**config.mk**
```make
export PLATFORM = sky130hd
export DESIGN_NAME = output_queue_tx
export DESIGN_NICKNAME = d
export VERILOG_FILES = /design/src/rtl/output_queue_pkg.sv /design/src/rtl/axis_pipe_reg.sv /design/src/rtl/output_queue_tx.sv
export SDC_FILE = /design/constraint.sdc
export NUM_CORES = 1
export LEC_CHECK = 0
export ABC_AREA = 1
export BUFFER_PORTS_ARGS = -buffer_cell sky130_fd_sc_hd__clkbuf_2
export CAP_MARGIN = 20
export CORE_ASPECT_RATIO = 0.7
export CORE_UTILIZATION = 40
export DETAILED_ROUTE_END_ITERATION = 8
export HOLD_SLACK_MARGIN = 0.02
export PLACE_DENSITY = 0.82
export SYNTH_ARGS = -nofsm -noshare
export SYNTH_HDL_FRONTEND = slang
export SYNTH_HIERARCHICAL = 1
export SYNTH_SLANG_ARGS = --single-unit
```
**constraint.sdc**
```tcl
create_clock -name clk -period 4.2 [get_ports clk]
set_input_delay 0 -clock clk [delete_from_list [all_inputs] [get_ports clk]]
set_output_delay 0 -clock clk [all_outputs]
set_load 0.005 [all_outputs]
```
**src/rtl/output_queue_pkg.sv**
```systemverilog
// Shared types and constants for the output-queue transmit path.
// The input side uses the same default packet-length limit.
package output_queue_pkg;

    localparam int unsigned DEFAULT_MAX_PKT_BYTES = 510;
    localparam int unsigned IP_W                  = 32;
    localparam int unsigned BYTE_W                = 8;

    typedef enum logic [2:0] {
        IDLE,
        FORWARD,
        DRAIN,
        WAIT_EMPTY,
        GAP
    } tx_state_t;

endpackage

```
**src/rtl/axis_pipe_reg.sv**
```systemverilog
// Single-stage registered AXI-Stream slice carrying data and last.
// Accepts a new beat whenever the stage is empty or is being drained in the same cycle.
module axis_pipe_reg #(
    parameter int unsigned DATA_W = 8
) (
    input  logic              clk_i,
    input  logic              rst_ni,
    input  logic              in_valid_i,
    input  logic [DATA_W-1:0] in_data_i,
    input  logic              in_last_i,
    output logic              in_ready_o,
    output logic              out_valid_o,
    output logic [DATA_W-1:0] out_data_o,
    output logic              out_last_o,
    input  logic              out_ready_i
);

    logic              valid_q, valid_d;
    logic [DATA_W-1:0] data_q, data_d;
    logic              last_q, last_d;

    always_comb begin
        in_ready_o = ~valid_q | out_ready_i;
        valid_d    = valid_q;
        data_d     = data_q;
        last_d     = last_q;
        if (in_ready_o) begin
            valid_d = in_valid_i;
            if (in_valid_i) begin
                data_d = in_data_i;
                last_d = in_last_i;
            end
        end
    end

    always_ff @(posedge clk_i or negedge rst_ni) begin
        if (!rst_ni) begin
            valid_q <= 1'b0;
            data_q  <= '0;
            last_q  <= 1'b0;
        end else begin
            valid_q <= valid_d;
            data_q  <= data_d;
            last_q  <= last_d;
        end
    end

    assign out_valid_o = valid_q;
    assign out_data_o  = data_q;
    assign out_last_o  = last_q;

endmodule

```
**src/rtl/output_queue_tx.sv**
```systemverilog
// Switch-port transmit engine: pairs a metadata word with its byte stream, truncates
// over-long packets, enforces the inter-packet gap. Optional IP filter: OUTPUT_QUEUE_IPFILTER_EN.
module output_queue_tx
    import output_queue_pkg::*;
#(
    parameter int unsigned MAX_PKT_BYTES = DEFAULT_MAX_PKT_BYTES,
    parameter int unsigned IFG_CYCLES    = 4
) (
    input  logic              clk,
    input  logic              resetn,
    input  logic              meta_axis_tvalid,
    input  logic [IP_W-1:0]   meta_axis_tdata,
    output logic              meta_axis_tready,
    input  logic              buf_axis_tvalid,
    input  logic [BYTE_W-1:0] buf_axis_tdata,
    input  logic              buf_axis_tlast,
    output logic              buf_axis_tready,
    output logic              pmod_axis_tvalid,
    output logic [BYTE_W-1:0] pmod_axis_tdata,
    output logic              pmod_axis_tlast,
    input  logic              pmod_axis_tready,
    input  logic [IP_W-1:0]   filter_ip,
    input  logic [IP_W-1:0]   filter_mask,
    output logic              tx_busy,
    output logic [31:0]       packet_sent_count,
    output logic [31:0]       packet_dropped_count
);

    localparam int unsigned CNT_W = $clog2(MAX_PKT_BYTES + 1);
    localparam int unsigned GAP_W = $clog2(IFG_CYCLES + 2);
    localparam logic [CNT_W-1:0] LAST_IDX = CNT_W'(MAX_PKT_BYTES - 1);
    localparam logic [GAP_W-1:0] GAP_INIT = GAP_W'(IFG_CYCLES);

    tx_state_t        state_q, state_d;
    logic [CNT_W-1:0] byte_cnt_q, byte_cnt_d;
    logic [GAP_W-1:0] gap_cnt_q, gap_cnt_d;
    logic [IP_W-1:0]  dest_ip_q, dest_ip_d;
    logic             drop_q, drop_d;
    logic             meta_rdy_q, meta_rdy_d;
    logic [31:0]      sent_q, sent_d;
    logic [31:0]      dropped_q, dropped_d;

    logic pipe_in_valid, pipe_in_last, pipe_in_ready;
    logic meta_hs, buf_hs, at_limit, filtered;

`ifdef OUTPUT_QUEUE_IPFILTER_EN
    assign filtered = (meta_axis_tdata & filter_mask) != (filter_ip & filter_mask);
`else
    logic unused_filter;
    assign filtered      = 1'b0;
    assign unused_filter = ^{filter_ip, filter_mask};
`endif

    // dest_ip is held for downstream use but not consumed inside this block
    logic unused_dest;
    assign unused_dest = ^dest_ip_q;

    assign meta_axis_tready = meta_rdy_q;
    assign meta_hs          = meta_axis_tvalid & meta_rdy_q;
    assign buf_axis_tready  = ((state_q == FORWARD) & pipe_in_ready) | (state_q == DRAIN);
    assign buf_hs           = buf_axis_tvalid & buf_axis_tready;
    assign pipe_in_valid    = (state_q == FORWARD) & buf_axis_tvalid;
    assign at_limit         = byte_cnt_q == LAST_IDX;
    assign pipe_in_last     = buf_axis_tlast | at_limit;

    always_comb begin
        state_d    = state_q;
        byte_cnt_d = byte_cnt_q;
        gap_cnt_d  = gap_cnt_q;
        dest_ip_d  = dest_ip_q;
        drop_d     = drop_q;
        dropped_d  = dropped_q;
        sent_d     = sent_q;
        if (pmod_axis_tvalid && pmod_axis_tready && pmod_axis_tlast) begin
            sent_d = sent_q + 32'd1;
        end
        unique case (state_q)
            IDLE: begin
                if (meta_hs) begin
                    dest_ip_d  = meta_axis_tdata;
                    byte_cnt_d = '0;
                    drop_d     = filtered;
                    state_d    = filtered ? DRAIN : FORWARD;
                end
            end
            FORWARD: begin
                if (buf_hs) begin
                    byte_cnt_d = byte_cnt_q + 1'b1;
                    if (buf_axis_tlast) begin
                        state_d = WAIT_EMPTY;
                    end else if (at_limit) begin
                        state_d = DRAIN;
                    end
                end
            end
            DRAIN: begin
                if (buf_hs && buf_axis_tlast) begin
                    state_d = WAIT_EMPTY;
                    if (drop_q) begin
                        dropped_d = dropped_q + 32'd1;
                    end
                end
            end
            WAIT_EMPTY: begin
                // Leave as soon as the register is guaranteed empty next cycle
                if (!pmod_axis_tvalid || pmod_axis_tready) begin
                    state_d   = GAP;
                    gap_cnt_d = GAP_INIT;
                end
            end
            GAP: begin
                if (gap_cnt_q == '0) begin
                    state_d = IDLE;
                end else begin
                    gap_cnt_d = gap_cnt_q - 1'b1;
                end
            end
            default: state_d = IDLE;
        endcase
        meta_rdy_d = state_d == IDLE;
    end

    always_ff @(posedge clk or negedge resetn) begin
        if (!resetn) begin
            state_q    <= IDLE;
            byte_cnt_q <= '0;
            gap_cnt_q  <= '0;
            dest_ip_q  <= '0;
            drop_q     <= 1'b0;
            meta_rdy_q <= 1'b0;
            sent_q     <= '0;
            dropped_q  <= '0;
        end else begin
            state_q    <= state_d;
            byte_cnt_q <= byte_cnt_d;
            gap_cnt_q  <= gap_cnt_d;
            dest_ip_q  <= dest_ip_d;
            drop_q     <= drop_d;
            meta_rdy_q <= meta_rdy_d;
            sent_q     <= sent_d;
            dropped_q  <= dropped_d;
        end
    end

    axis_pipe_reg #(
        .DATA_W(BYTE_W)
    ) u_out_reg (
        .clk_i      (clk),
        .rst_ni     (resetn),
        .in_valid_i (pipe_in_valid),
        .in_data_i  (buf_axis_tdata),
        .in_last_i  (pipe_in_last),
        .in_ready_o (pipe_in_ready),
        .out_valid_o(pmod_axis_tvalid),
        .out_data_o (pmod_axis_tdata),
        .out_last_o (pmod_axis_tlast),
        .out_ready_i(pmod_axis_tready)
    );

    assign tx_busy              = state_q != IDLE;
    assign packet_sent_count    = sent_q;
    assign packet_dropped_count = dropped_q;

endmodule

```
==> flow_metrics.tcl, run 1 <==
set metrics [dict create \
    outcome "completed" \
    period_minus_slack_ns 2.01 \
    port_buffers 58 \
    grt_max_degree 59 \
    hold_viol 0 \
    post-place-ws_ns 2.10 \
    setup_tns_ns 0 \
    fin_ws_ns 2.19 \
    placed_cell_area_um2 3960 \
    drtAntennaViolNets 0 \
    ys_seq_elements 58 \
    die_h_um 82.4 \
    via_per_inst 4.69 \
    clk_latency_ns 0.32 \
    worst_ir_drop_vdd_mv 0.225 \
    crit_start "state_q[2]" \
    area_delta_synth_final_pct 19.7 \
    syn_inst 532 \
    place.gp.congestion 0.887 \
    max-clock-path-buffers 2 \
    start_util_pct 42.5 \
    crit_path_cell_trace "nor2_1, nand2_1, inv_2, nand2_1, nand2_1, nand3_1, nand2_1, nand2_1, dlygate4sd3_1" \
    clkTransAtPathRegs_ns 0.05 \
    cap_violations 0 \
    grt_util_all_layers_pct 19.1 \
    worstPathMaxFanout 7 \
    design_area_um2 4420 \
    drt_iter0_drc 170 \
    synth_area_leader_cell "dfrtp_1" \
    htreeDepth 3 \
    design.portCount 187 \
    numCtsBuffers 9 \
    synth_top_area_share_pct 39.3 \
    ys_async_sr_fraction_pct 100 \
    clock.fmax_mhz 498 \
    die_width_um 117 \
    vias 3427 \
    firstDrtPassIters 5 \
    setup_violations 0 \
    wl_mm 8.73 \
    fin_skew_ns 0.0115 \
    synthTopCellsByArea "dfrtp_1 39%, nand2_1 23%, buf_4 6.7%, nor2_1 6.7%, nand3_1 4.9%" \
    tightestPinTransition_ns 0.753 \
    n_antenna_cell 0 \
    timing.final.crit_share_pct 47.8 \
    max_stage_delay_ns 0.57 \
    required_ns 4.39 \
    yosys_warnings 6 \
    whs_ns 0.0564 \
    fp.dieArea_um2 9620 \
    cp-start-kind "flip-flop" \
    synth_top_cells_by_count "223 x nand2_1, 66 x nor2_1, 58 x dfrtp_1" \
    core_um2 8690 \
    synth_flop_cell "dfrtp_1" \
    leakage_uw 0.00228 \
    n_fill_cell 838 \
    fin_nets 721 \
    final_max_slew_viol_count 0 \
    synth-seq-area-share_pct 39.3 \
    antenna_found_initial 0 \
    r2r_start "state_q[2]" \
    power.density_nw_per_um2 486 \
    rsz0062_at_grt "no" \
    drc_errors 0 \
    cp.arrival_ns 2.20 \
    layout-drive-gt1-share_pct 15.2 \
    cp_slowest_cell "dlygate4sd3_1" \
    cts_tree "yes" \
    path_common_cell "nand2_1" \
    hold_start "meta_axis_tvalid" \
    critPathKind "reg -> reg" \
    max_slew_margin_pct 49.8 \
    end_kind "flip-flop" \
    synth_area_um2 3690 \
    synth.most_common_cell "nand2_1" \
    holdCritPathClass "in -> reg" \
    synth_edf_count 0 \
    rows 28 \
    avgSynthCellArea_um2 6.94 \
    cts_root_buffer "clkbuf_16" \
    wire_per_inst_um 11.9 \
    grt_pass1_vias 2990 \
    grt_pass1_wl_mm 14.0 \
    ys_types 29 \
    clkSinkCount 58 \
    p_total_uw 2150 \
    dp_hpwl_mm 6.51 \
    overflow 0 \
]
-- critical path, delay by kind of cell, from the launching register on --
| kind | cells | cell delay, ns |
|---|---|---|
| buffers and inverters | 2 | 0.75 |
| AND/OR/NAND/NOR | 7 | 0.71 |
| flip-flops | 1 | 0.43 |
-- area by class of cell --
cell class                      instances  area, µm²  share of cell area (%)
Tap cell                              120        150                    3.40
Clock buffer                           12        267                    6.03
Inverter                               48        180                    4.08
Clock inverter                          4       72.6                    1.64
Sequential cell                        58       1450                    32.8
Timing Repair Buffer                   71        419                    9.48
Multi-Input combinational cell        418       1880                    42.5
-- what timing repair did --
action	in CTS	in global routing
hold endpoints to repair	68	0
gates resized for setup	0	0
hold buffers	11	0
buffers inserted	0	0
-- through the flow --
| step | util [%] | instances |
|---|---|---|
| floorplan | - | 563 |
| global placement | 45.6 | 703 |
| detailed placement | 45.6 | 703 |
| CTS | 50.7 | 730 |
| global route | 50.9 | 731 |
| finish | 50.9 | 731 |
-- logic make-up (layout without fill, tap and decap cells) --
logic type / Yosys count / after routing / synth area share, %
other cells: 1 / 32 / 0.102
fa+ha+maj: 5 / 5 / 1.69
flops: 58 / 58 / 39.3
compound gates: 15 / 15 / 2.27
simple gates: 350 / 350 / 39.9
xor+xnor: 16 / 16 / 3.80
buf+inv: 87 / 135 / 12.9
-- path summary, 6_finish.rpt --
| path | to | slack (ns) | depth (start not counted) |
|---|---|---|---|
| min | byte_cnt_q[3] | 0.06 | 4 |
| min reg2reg | u_out_reg/out_data_o[0] | 0.47 | 2 |
| max reg2reg | state_q[0] | 2.19 | 9 |
| max in group asynchronous | packet_sent_count[15] | 3.32 | 3 |
| min in group asynchronous | packet_sent_count[28] | 0.38 | 3 |
| max | state_q[0] | 2.19 | 9 |
-- flip-flops by register name (all words and copies together) (netlist names) --
signal and count:
u_out_reg/out_data_o 8, meta_axis_tready 1, state_q 3, byte_cnt_q 9, u_out_reg/out_last_o 1, gap_cnt_q 3
u_out_reg/out_valid_o 1, packet_sent_count 32
-- layout by cell type, fill, tap and decap left out, types with 2 or more instances in the layout --
cell type,n
a21oi_1,3
o21ai_0,8
conb_1,32
clkbuf_2,58
nand3_1,36
o21bai_1,2
nor2_2,4
nor2_1,66
nand4_1,6
dlygate4sd3_1,11
clkbuf_8,3
inv_1,47
nand2_1,223
xor2_1,13
dfrtp_1,58
bufinv_16,2
nand2_4,2
clkbuf_16,9
ha_1,5
nand3_2,8
xnor2_1,3
-- layer usage --
| layer | track usage [%] | share of wire [%] | up-vias |
|---|---|---|---|
| met5 | 0 | 0 | - |
| met4 | 6.46 | 1.6 | 0 |
| met3 | 4.01 | 6.6 | 14 |
| met2 | 29.1 | 42 | 119 |
| met1 | 27.0 | 50 | 1574 |
| li1 | - | - | 1720 |
-- report_power, final --
group / switching, µW / leakage, µW / internal [µW]
registers: 100 / 0.000775 / 669
clock network: 249 / 0.000165 / 566
logic: 355 / 0.00134 / 209
total: 704 / 0.00228 / 1440
Note: power is estimated with default switching activity, not from simulation.
==> run 2, diff against run 1 <==
- clock period: 4.2 -> 1.95 ns (I/O delays scaled with it)
==> run 2 against run 1 <==
Net effect: via count is 0.26% lower; critical endpoint is now packet_sent_count[16]; largest power group is now sequential cells; die area stayed put; sequential share of layout area is 0.19 points higher; combinational power is 110% higher.
==> flow_metrics.tcl, run 2 (synthesized netlist as in run 1, its figures left out) <==
set metrics [dict create \
    required_ns 2.17 \
    dp_hpwl_mm 6.58 \
    critPathKind "reg -> reg" \
    worst_ir_drop_vdd_mv 0.565 \
    drt-met1-wl_mm 4.23 \
    fin_nets 723 \
    timing.final.crit_share_pct 90.5 \
    place.gp.congestion 0.947 \
    cp-start-kind "flip-flop" \
    layout-drive-gt1-share_pct 15.7 \
    vias 3418 \
    drc_errors 0 \
    drtAntennaViolNets 0 \
    crit_start "packet_sent_count[0]" \
    outcome "completed" \
    max_slew_margin_pct 54.7 \
    firstDrtPassIters 5 \
    n_antenna_cell 0 \
    area_delta_synth_final_pct 19.1 \
    cap_violations 0 \
    htreeDepth 3 \
    pwr-share-comb_pct 27.3 \
    met3_length_um 667 \
    cts_root_buffer "clkbuf_16" \
    switching_power_uw 1500 \
    max-clock-path-buffers 2 \
    final_max_slew_viol_count 0 \
    hold_viol 0 \
    wire_per_inst_um 11.9 \
    r2r_slack_ns 0.18 \
    antenna_found_initial 0 \
    p_seq_share_pct 38.2 \
    final_cell_mix "223 x nand2_1, 66 x nor2_1, 58 x dfrtp_1, 58 x clkbuf_2, 47 x inv_1" \
    period_minus_slack_ns 1.77 \
    final_common_cell "nand2_1" \
    largest_reg_flops 32 \
    setup_violations 0 \
    p_clk_share_pct 34.5 \
    grt_pass1_vias 3092 \
    tightestPinTransition_ns 0.679 \
    rsz0062_at_grt "no" \
    wl_mm 8.69 \
    grt_max_degree 35 \
    overflow 0 \
    worstPathMaxFanout 7 \
    r2r_start "packet_sent_count[0]" \
    via_per_inst 4.67 \
    fp.dieArea_um2 9620 \
    rr_worst_depth 8 \
    fin_skew_ns 0.00797 \
    final_cell_count_no_fill 732 \
    end_kind "flip-flop" \
    die_width_um 117 \
    holdCritPathClass "in -> reg" \
    die_h_um 82.4 \
    grt_pass1_wl_mm 14.4 \
    dr_wl_met2_mm 3.68 \
    clkTransAtPathRegs_ns 0.05 \
    cts_tree "yes" \
    cp.arrival_ns 1.98 \
    clk_latency_ns 0.32 \
    r2r_end "packet_sent_count[16]" \
    port_buffers 58 \
    setup_tns_ns 0 \
    clock.fmax_mhz 566 \
    internal_power_uw 2870 \
    drt_iter0_drc 207 \
    core_um2 8690 \
    clkSinkCount 58 \
    rows 28 \
    start_util_pct 42.5 \
    postLayoutCoreUtil_pct 50.6 \
    power.density_nw_per_um2 994 \
    setup.worst_path.end "packet_sent_count[16]" \
    leakage_uw 0.00227 \
    grt_util_all_layers_pct 19.7 \
    numCtsBuffers 9 \
    design.portCount 187 \
    dpl.cell_count 707 \
    swShare_pct 34.3 \
    top_layer_used "met4" \
]
run 2: cell count changes in the layout (fill, tap and decap cells not counted), sizes merged:
| cell | previous run | this run |
|---|---|---|
| buf | 2 | 5 |
| dlygate4sd3 | 11 | 10 |
| clkinv | 1 | 2 |
| bufinv | 2 | 0 |
| clkbuf | 70 | 71 |
| clkinvlp | 1 | 0 |
run 2: worst min path at each step:
stage,from,to,slack (ns),depth (start not counted)
finish,buf_axis_tvalid,state_q[0],0.03,4
global route,buf_axis_tvalid,state_q[0],0.06,4
CTS,buf_axis_tvalid,state_q[0],0.02,4
floorplan,resetn,byte_cnt_q[0],-0.30,0
detailed placement,resetn,u_out_reg/out_data_o[6],0.07,1
global placement,resetn,u_out_reg/out_data_o[2],0.06,1
run 2: area by class of cell:
cell class | count | area (µm²)
Clock buffer | 13 | 280
Clock inverter | 2 | 10.0
Fill cell | 836 | 4290
Inverter | 48 | 180
Multi-Input combinational cell | 418 | 1880
Sequential cell | 58 | 1450
Tap cell | 120 | 150
Timing Repair Buffer | 73 | 440
run 2: per-stage QoR:
stage                     hold slack, ns  power (µW)  instance area [µm²]  setup slack (ns)
after floorplan                   -0.296        2500                 3810             0.500
final                             0.0339        4370                 4390             0.185
after CTS                         0.0208        4400                 4390             0.214
after detailed placement          0.0737        2860                 4000             0.233
after global placement            0.0603        2790                 4000             0.255
after global routing              0.0589        4680                 4390            0.0229
run 2: power groups by stage:
stage,Sequential [µW],Clock [µW],Combinational [µW]
after detailed placement,1680,0,1180
after global placement,1660,0,1120
after global routing,1700,1600,1380
after floorplan,1650,0,845
after CTS,1660,1540,1200
final,1670,1510,1190
run 2: timing repair:
item                                    CTS  global route
resized for setup                         0             1
endpoints found under the setup margin    0             1
buffers inserted                          0             0
hold buffers                             10             0
endpoints found under the hold margin    34             0
run 2: routing by layer:
layer  global-route usage [%]  vias to the layer above
met5                        0                        -
met2                     29.2                      130
met3                     3.87                        9
met1                     28.2                     1551
li1                         -                     1728
met4                     7.47                        0
run 2: worst max-delay path: stages, from the launching register on:
cell and delay (ns):
dfrtp_1 0.46, ha_2 0.26, inv_1 0.09, nor2_2 0.14
nand3_1 0.18, nor2_1 0.30, nand3_1 0.11, nand2_1 0.07
nand2_1 0.05
